===== src/rtl/cam_pkg.sv =====
// Shared state type, default geometry and width helper for the camera capture front-end.
package cam_pkg;

    typedef enum logic [1:0] {
        IDLE    = 2'd0,
        WAIT_VS = 2'd1,
        ACTIVE  = 2'd2,
        DONE    = 2'd3
    } cam_state_e;

    localparam int DEF_DATA_W   = 8;
    localparam int DEF_H_ACTIVE = 640;
    localparam int DEF_V_ACTIVE = 480;

    function automatic int pix_width(input int data_w, input int bytes_per_pix);
        return data_w * bytes_per_pix;
    endfunction

endpackage


===== src/rtl/cam_byte_packer.sv =====
// Gathers BYTES_PER_PIX camera bytes MSB-first into one pixel word; flush drops a partial pixel.
module cam_byte_packer
    import cam_pkg::*;
#(
    parameter int DATA_W        = DEF_DATA_W,
    parameter int BYTES_PER_PIX = 2
) (
    input  logic                                        clk,
    input  logic                                        reset,
    input  logic                                        flush_i,
    input  logic                                        byte_en_i,
    input  logic [DATA_W-1:0]                           byte_i,
    output logic                                        pix_done_o,
    output logic                                        partial_o,
    output logic [pix_width(DATA_W, BYTES_PER_PIX)-1:0] pix_word_o
);

    localparam int PW    = pix_width(DATA_W, BYTES_PER_PIX);
    localparam int CNT_W = (BYTES_PER_PIX > 1) ? $clog2(BYTES_PER_PIX) : 1;
    localparam logic [CNT_W-1:0] CNT_LAST = CNT_W'(BYTES_PER_PIX - 1);

    logic [CNT_W-1:0] cnt_q, cnt_d;
    logic [PW-1:0]    shift_q, shift_d;

    // The word is completed combinationally so the pixel can be registered on the same edge.
    assign pix_word_o = (shift_q << DATA_W) | PW'(byte_i);
    assign pix_done_o = byte_en_i && (cnt_q == CNT_LAST);
    assign partial_o  = (cnt_q != '0);

    always_comb begin
        cnt_d   = cnt_q;
        shift_d = shift_q;
        if (flush_i) begin
            cnt_d   = '0;
            shift_d = '0;
        end else if (byte_en_i) begin
            shift_d = pix_word_o;
            cnt_d   = pix_done_o ? '0 : cnt_q + CNT_W'(1);
        end
    end

    always_ff @(posedge clk) begin
        if (reset) begin
            cnt_q   <= '0;
            shift_q <= '0;
        end else begin
            cnt_q   <= cnt_d;
            shift_q <= shift_d;
        end
    end

endmodule


===== src/rtl/camera_capture.sv =====
// DVP camera capture: registers the pins, packs bytes into pixels, tags position and frame markers.
//   state   | meaning
//   IDLE    | disarmed; arms on shutter rise, or at once when CONTINUOUS
//   WAIT_VS | armed; waits for vsync fall so only whole frames are captured
//   ACTIVE  | capturing lines until vsync rises
//   DONE    | one-cycle frame_done and final row-count check
module camera_capture
    import cam_pkg::*;
#(
    parameter int DATA_W        = DEF_DATA_W,
    parameter int BYTES_PER_PIX = 2,
    parameter int H_ACTIVE      = DEF_H_ACTIVE,
    parameter int V_ACTIVE      = DEF_V_ACTIVE,
    parameter int CONTINUOUS    = 0
) (
    input  logic                                        clk,
    input  logic                                        reset,
    input  logic                                        cam_href,
    input  logic                                        cam_vsync,
    input  logic [DATA_W-1:0]                           cam_data,
    input  logic                                        shutter_sw,
    output logic                                        pix_valid,
    output logic [pix_width(DATA_W, BYTES_PER_PIX)-1:0] pix_data,
    output logic [$clog2(H_ACTIVE)-1:0]                 pix_col,
    output logic [$clog2(V_ACTIVE)-1:0]                 pix_row,
    output logic                                        pix_sof,
    output logic                                        pix_eol,
    output logic                                        frame_done,
    output logic                                        busy,
    output logic                                        err_line,
    output logic                                        err_frame
);

    localparam int PW    = pix_width(DATA_W, BYTES_PER_PIX);
    localparam int COL_W = $clog2(H_ACTIVE);
    localparam int ROW_W = $clog2(V_ACTIVE);
    localparam int CC_W  = $clog2(H_ACTIVE + 1);
    localparam int RC_W  = $clog2(V_ACTIVE + 1);
    localparam logic [CC_W-1:0] H_END  = CC_W'(H_ACTIVE);
    localparam logic [CC_W-1:0] H_LAST = CC_W'(H_ACTIVE - 1);
    localparam logic [RC_W-1:0] V_END  = RC_W'(V_ACTIVE);

    logic              href_q, href_p_q, vsync_q, vsync_p_q, shut_q, shut_p_q;
    logic [DATA_W-1:0] data_q;
    logic              vs_fall, vs_rise, href_fall, shut_rise;

    always_ff @(posedge clk) begin
        if (reset) begin
            href_q    <= 1'b0;
            href_p_q  <= 1'b0;
            vsync_q   <= 1'b0;
            vsync_p_q <= 1'b0;
            shut_q    <= 1'b0;
            shut_p_q  <= 1'b0;
            data_q    <= '0;
        end else begin
            href_q    <= cam_href;
            href_p_q  <= href_q;
            vsync_q   <= cam_vsync;
            vsync_p_q <= vsync_q;
            shut_q    <= shutter_sw;
            shut_p_q  <= shut_q;
            data_q    <= cam_data;
        end
    end

    assign vs_fall   = vsync_p_q & ~vsync_q;
    assign vs_rise   = ~vsync_p_q & vsync_q;
    assign href_fall = href_p_q & ~href_q;
    assign shut_rise = shut_q & ~shut_p_q;

    cam_state_e state_q, state_d;

    always_comb begin
        state_d = state_q;
        case (state_q)
            IDLE:    if ((CONTINUOUS != 0) || shut_rise) state_d = WAIT_VS;
            WAIT_VS: if (vs_fall) state_d = ACTIVE;
            ACTIVE:  if (vs_rise) state_d = DONE;
            DONE:    state_d = (CONTINUOUS != 0) ? WAIT_VS : IDLE;
            default: state_d = IDLE;
        endcase
    end

    always_ff @(posedge clk) begin
        if (reset) state_q <= IDLE;
        else       state_q <= state_d;
    end

    logic          byte_en, line_end, start_frame, arm_new;
    logic          pk_done, pk_partial;
    logic [PW-1:0] pk_word;

    // ACTIVE is only ever entered with vsync low, so href during blanking never reaches the packer.
    assign byte_en     = (state_q == ACTIVE) && href_q;
    assign line_end    = (state_q == ACTIVE) && href_fall;
    assign start_frame = (state_q == WAIT_VS) && vs_fall;
    assign arm_new     = (state_q == IDLE) && (state_d == WAIT_VS);

    cam_byte_packer #(
        .DATA_W        (DATA_W),
        .BYTES_PER_PIX (BYTES_PER_PIX)
    ) u_packer (
        .clk        (clk),
        .reset      (reset),
        .flush_i    (start_frame || line_end),
        .byte_en_i  (byte_en),
        .byte_i     (data_q),
        .pix_done_o (pk_done),
        .partial_o  (pk_partial),
        .pix_word_o (pk_word)
    );

    logic [CC_W-1:0]  col_q, col_d;
    logic [RC_W-1:0]  row_q, row_d;
    logic [PW-1:0]    pix_data_q, pix_data_d;
    logic [COL_W-1:0] pix_col_q, pix_col_d;
    logic [ROW_W-1:0] pix_row_q, pix_row_d;
    logic             pix_valid_q, pix_valid_d, sof_q, sof_d, eol_q, eol_d;
    logic             err_line_q, err_line_d, err_frame_q, err_frame_d;
    logic             col_over, row_over;

    assign col_over = (col_q >= H_END);
    assign row_over = (row_q >= V_END);

    always_comb begin
        col_d       = col_q;
        row_d       = row_q;
        pix_valid_d = 1'b0;
        sof_d       = 1'b0;
        eol_d       = 1'b0;
        pix_data_d  = pix_data_q;
        pix_col_d   = pix_col_q;
        pix_row_d   = pix_row_q;
        err_line_d  = err_line_q;
        err_frame_d = err_frame_q;

        if (arm_new) begin
            err_line_d  = 1'b0;
            err_frame_d = 1'b0;
        end
        if (start_frame) begin
            col_d = '0;
            row_d = '0;
        end
        if (pk_done) begin
            if (col_over || row_over) begin
                if (col_over) err_line_d  = 1'b1;
                if (row_over) err_frame_d = 1'b1;
            end else begin
                pix_valid_d = 1'b1;
                pix_data_d  = pk_word;
                pix_col_d   = col_q[COL_W-1:0];
                pix_row_d   = row_q[ROW_W-1:0];
                sof_d       = (col_q == '0) && (row_q == '0);
                eol_d       = (col_q == H_LAST);
            end
            // Column saturates at H_ACTIVE so an over-long line stays detectable at href fall.
            if (!col_over) col_d = col_q + CC_W'(1);
        end
        if (line_end) begin
            col_d = '0;
            if (!row_over) row_d = row_q + RC_W'(1);
            if (pk_partial || (col_q != H_END)) err_line_d = 1'b1;
        end
        if ((state_q == DONE) && (row_q != V_END)) err_frame_d = 1'b1;
    end

    always_ff @(posedge clk) begin
        if (reset) begin
            col_q       <= '0;
            row_q       <= '0;
            pix_valid_q <= 1'b0;
            sof_q       <= 1'b0;
            eol_q       <= 1'b0;
            pix_data_q  <= '0;
            pix_col_q   <= '0;
            pix_row_q   <= '0;
            err_line_q  <= 1'b0;
            err_frame_q <= 1'b0;
        end else begin
            col_q       <= col_d;
            row_q       <= row_d;
            pix_valid_q <= pix_valid_d;
            sof_q       <= sof_d;
            eol_q       <= eol_d;
            pix_data_q  <= pix_data_d;
            pix_col_q   <= pix_col_d;
            pix_row_q   <= pix_row_d;
            err_line_q  <= err_line_d;
            err_frame_q <= err_frame_d;
        end
    end

    assign pix_valid  = pix_valid_q;
    assign pix_data   = pix_data_q;
    assign pix_col    = pix_col_q;
    assign pix_row    = pix_row_q;
    assign pix_sof    = sof_q;
    assign pix_eol    = eol_q;
    assign err_line   = err_line_q;
    assign err_frame  = err_frame_q;
    assign frame_done = (state_q == DONE);
    assign busy       = (state_q != IDLE);

endmodule

===== config.mk =====
export PLATFORM = sky130hd
export DESIGN_NAME = camera_capture
export DESIGN_NICKNAME = d
export VERILOG_FILES = /design/src/rtl/cam_pkg.sv /design/src/rtl/cam_byte_packer.sv /design/src/rtl/camera_capture.sv
export SDC_FILE = /design/constraint.sdc
export NUM_CORES = 1
export LEC_CHECK = 0
export ABC_AREA = 1
export BUFFER_PORTS_ARGS = -buffer_cell sky130_fd_sc_hd__buf_2
export CAP_MARGIN = 20
export CORE_ASPECT_RATIO = 2
export CORE_MARGIN = 2
export CORE_UTILIZATION = 56
export CTS_CLUSTER_DIAMETER = 200
export CTS_CLUSTER_SIZE = 28
export DETAILED_ROUTE_END_ITERATION = 10
export GPL_TIMING_DRIVEN = 0
export PLACE_DENSITY_LB_ADDON = 0.25
export SLEW_MARGIN = 0
export SYNTH_ARGS = -nofsm -noshare
export SYNTH_HDL_FRONTEND = slang
export SYNTH_HIERARCHICAL = 1
export SYNTH_SLANG_ARGS = --single-unit

===== constraint.sdc =====
create_clock -name clk -period 2.3 [get_ports clk]
set_clock_uncertainty 0.05 [all_clocks]
set_input_delay 0.46 -clock clk [delete_from_list [all_inputs] [get_ports clk]]
set_output_delay 0.46 -clock clk [all_outputs]
set_load 0.05 [all_outputs]

==> metrics.txt <==
clk root buf clkbuf_16; crit path time final 1.94 ns; Ys Warns 6; crit share post-route 84.2%; Clk pin slew, worst setup/hold paths 0.06 ns; Synth area leader dfxtp_1; final hold slack 0.281 ns; number of cells upsized or downsized after cts 0; Post-route DRC 0; CP Capture Type flop; WL/cell 13.0 um; Final Hold Fails 0; Total Wirelength 8300 um; top cell type's share of synthesized area 47.8%; mux cell area share after synthesis 0%; hold_buf cts 0; post-synthesis xor/xnor area fraction 0%; ratio of cells with drive above 1 in the final layout 20.6%; clk_lat worst skew 0.33 ns; DP Wirelength 6190 um; crit path cell chain inv_2 > nand2_2 > nor2_1 > buf_6 > nand2_1 > inv_1 > nand2_4 > nor2_4 > buf_2 > o21ai_0 > nor2_1; Max-Cap Viols 0; GPL Wtd Cong 0.903; post-synthesis compound-gate area fraction 9.74%; Power Dens Cells 747 nW/um2; largest family of logic cells by synthesized area simple AND/OR/NAND/NOR gates; vias per cell 5.08; CP dominant cell by count nor2_1; largest net degree at the start of global routing 15; CTS tree built; number of setup buffers added after CTS 0; Critical-path top delay cell dfxtp_1; area grow syn2layout 20.2%; Slew headroom 37.4%; chip height 116 um; worst path arrival time 2.16 ns; Slew Limit Fails 0; syn_nets 500; crit path max fanout 10; die width 60.1 um; most frequent cell after synthesis nor2_1; CP peak stage delay 0.36 ns; Critical Path RT 2.52 ns; initial antenna violation count 0; starting DRC count in detailed routing 178; VDD IR max 0.000631 V; routed vias 3,234; Mapped Cells 483; Cell Area, Synth 3520 um2; first-pass GRT wire length 13,600 um; unique cell type count in the Yosys netlist 26; status complete, no violations; Total GRT Usage 26.0%; critical path class reg -> reg; # rows 40; Core Box Area 6060 um2; Synth Area in Simple Gates 30.3%; post-synthesis async set-or-reset flop share 0%; Clock Tree Buf Depth 2; htree depth 3; NumNets Final 565; initial core utilization 58.1%; Yosys reg bits 84; Lkg Pwr 2.08 nW; cts bufs inserted 9; Hold Crit Class in -> reg; TritonRoute pass-1 iters 4; Worst Max-Slew Pin Slew 0.931 ns; ANT nets after route 0; synth cell count leaders 112 x nor2_1, 84 x dfxtp_1, 75 x nand2_1, 53 x inv_1, 47 x o21ai_0; worst reg2reg setup slack 0.36 ns; Synth area leaders dfxtp_1 48%, nor2_1 12%, nand2_1 8.0%, o21ai_0 6.7%, inv_1 5.7%; antenna fix cells 0; final setup vio count 0; f_max 516 MHz; vias in the first global route 3,059; Ports 55; top_reg_cell synth dfxtp_1; CP Launch Type flop; sequential fraction of the synthesis area 47.8%; RSZ-0062 raised after global routing no; synthesized area per cell 7.29 um2; number of synthesized flops with an enable pin 0; GRT overflow 0; Post-Synth Adder-Cell Area 1.42%; IO buf count 54; clock sinks 84; Final TNS setup 0 ns; DIE AREA 6970 um2
## cell families after synthesis
family / after synthesis
simple gates: 245
compound gates: 68
fa+ha+maj: 4
buf+inv: 82
flops: 84
## final timing paths
| check | start | to | cells after the start |
|---|---|---|---|
| worst min register to register | shut_q | shut_p_q | 2 |
| worst max register to register | state_q[0] | pix_col[7] | 11 |
| worst max-delay path | state_q[0] | pix_col[7] | 11 |
| worst min-delay path | cam_data[2] | data_q[2] | 3 |
## registers in the layout (all words and copies together), names as in the netlist, 2 cells and up
| register | flops |
|---|---|
| col_q | 10 |
| data_q | 8 |
| pix_col | 10 |
| pix_data | 16 |
| pix_row | 9 |
| row_q | 9 |
| state_q | 2 |
| u_packer/shift_q | 8 |
## metal layers
layer / share of wire [%] / track usage (%) / wire (um)
met5: 0 / 0 / 0
met4: 3.0 / 11.9 / 245
met3: 4.3 / 6.98 / 360
met2: 55 / 48.4 / 4580
met1: 37 / 25.5 / 3110
## metrics by stage
step / total power [mW] / std cells / setup WS [ns] / cell area, um2 / util (%)
after floorplan: 1.58 / 483 / 0.703 / 3520 / -
after global placement: 1.61 / 621 / 0.438 / 3890 / 64.3
after detailed placement: 1.61 / 621 / 0.401 / 3890 / 64.3
after CTS: 3.18 / 637 / 0.361 / 4230 / 69.9
after global routing: 3.26 / 637 / 0.175 / 4230 / 69.9
final: 3.16 / 637 / 0.362 / 4230 / 69.9
## report_power, final
group	internal [mW]	total, mW	switching (mW)	leakage (nW)
registers	1.47	1.48	0.00984	0.680
clock network	1.01	1.58	0.566	0.166
logic	0.0366	0.0995	0.0629	1.23
## area by class of cell
cell class	instances	area [um2]
fill	522	1830
sequential	84	1680
multi-input combinational	317	1460
timing repair buffer	54	270
clock buffer	11	253
inverter	57	214
buffer	25	165
tap	84	105
clock inverter	5	82.6
## cells in the final DEF, fill, tap and decap left out
master,Yosys,layout
nor2_1,112,112
dfxtp_1,84,84
nand2_1,75,75
buf_2,4,58
inv_1,53,53
o21ai_0,47,47
nand3_1,19,19
a21oi_1,17,17
nor3_1,11,11
nor2_2,11,11
buf_4,11,11
clkbuf_16,0,9
clkbuf_1,7,7
inv_2,4,4
nand2_2,4,4
nand4_1,4,4
ha_1,4,4
nand2_4,3,3
nor2_4,2,2
o22ai_1,2,2
or2_0,2,2
o21ai_1,2,2
bufinv_16,0,2
clkbuf_8,0,2
or2_2,1,1
clkbuf_2,1,1
clkinv_4,0,1
inv_6,0,1
clkinv_2,0,1
buf_6,1,1
buf_12,1,1
nor2_8,1,1
## worst max-delay path: cells and delay by family (launching register included)
kind | cells | cell delay [ns]
buffers and inverters | 4 | 0.64
and+or+nand+nor | 6 | 0.71
AOI/OAI and AO/OA | 1 | 0.11
DFF | 1 | 0.36
(Power assumes the default switching activity.)
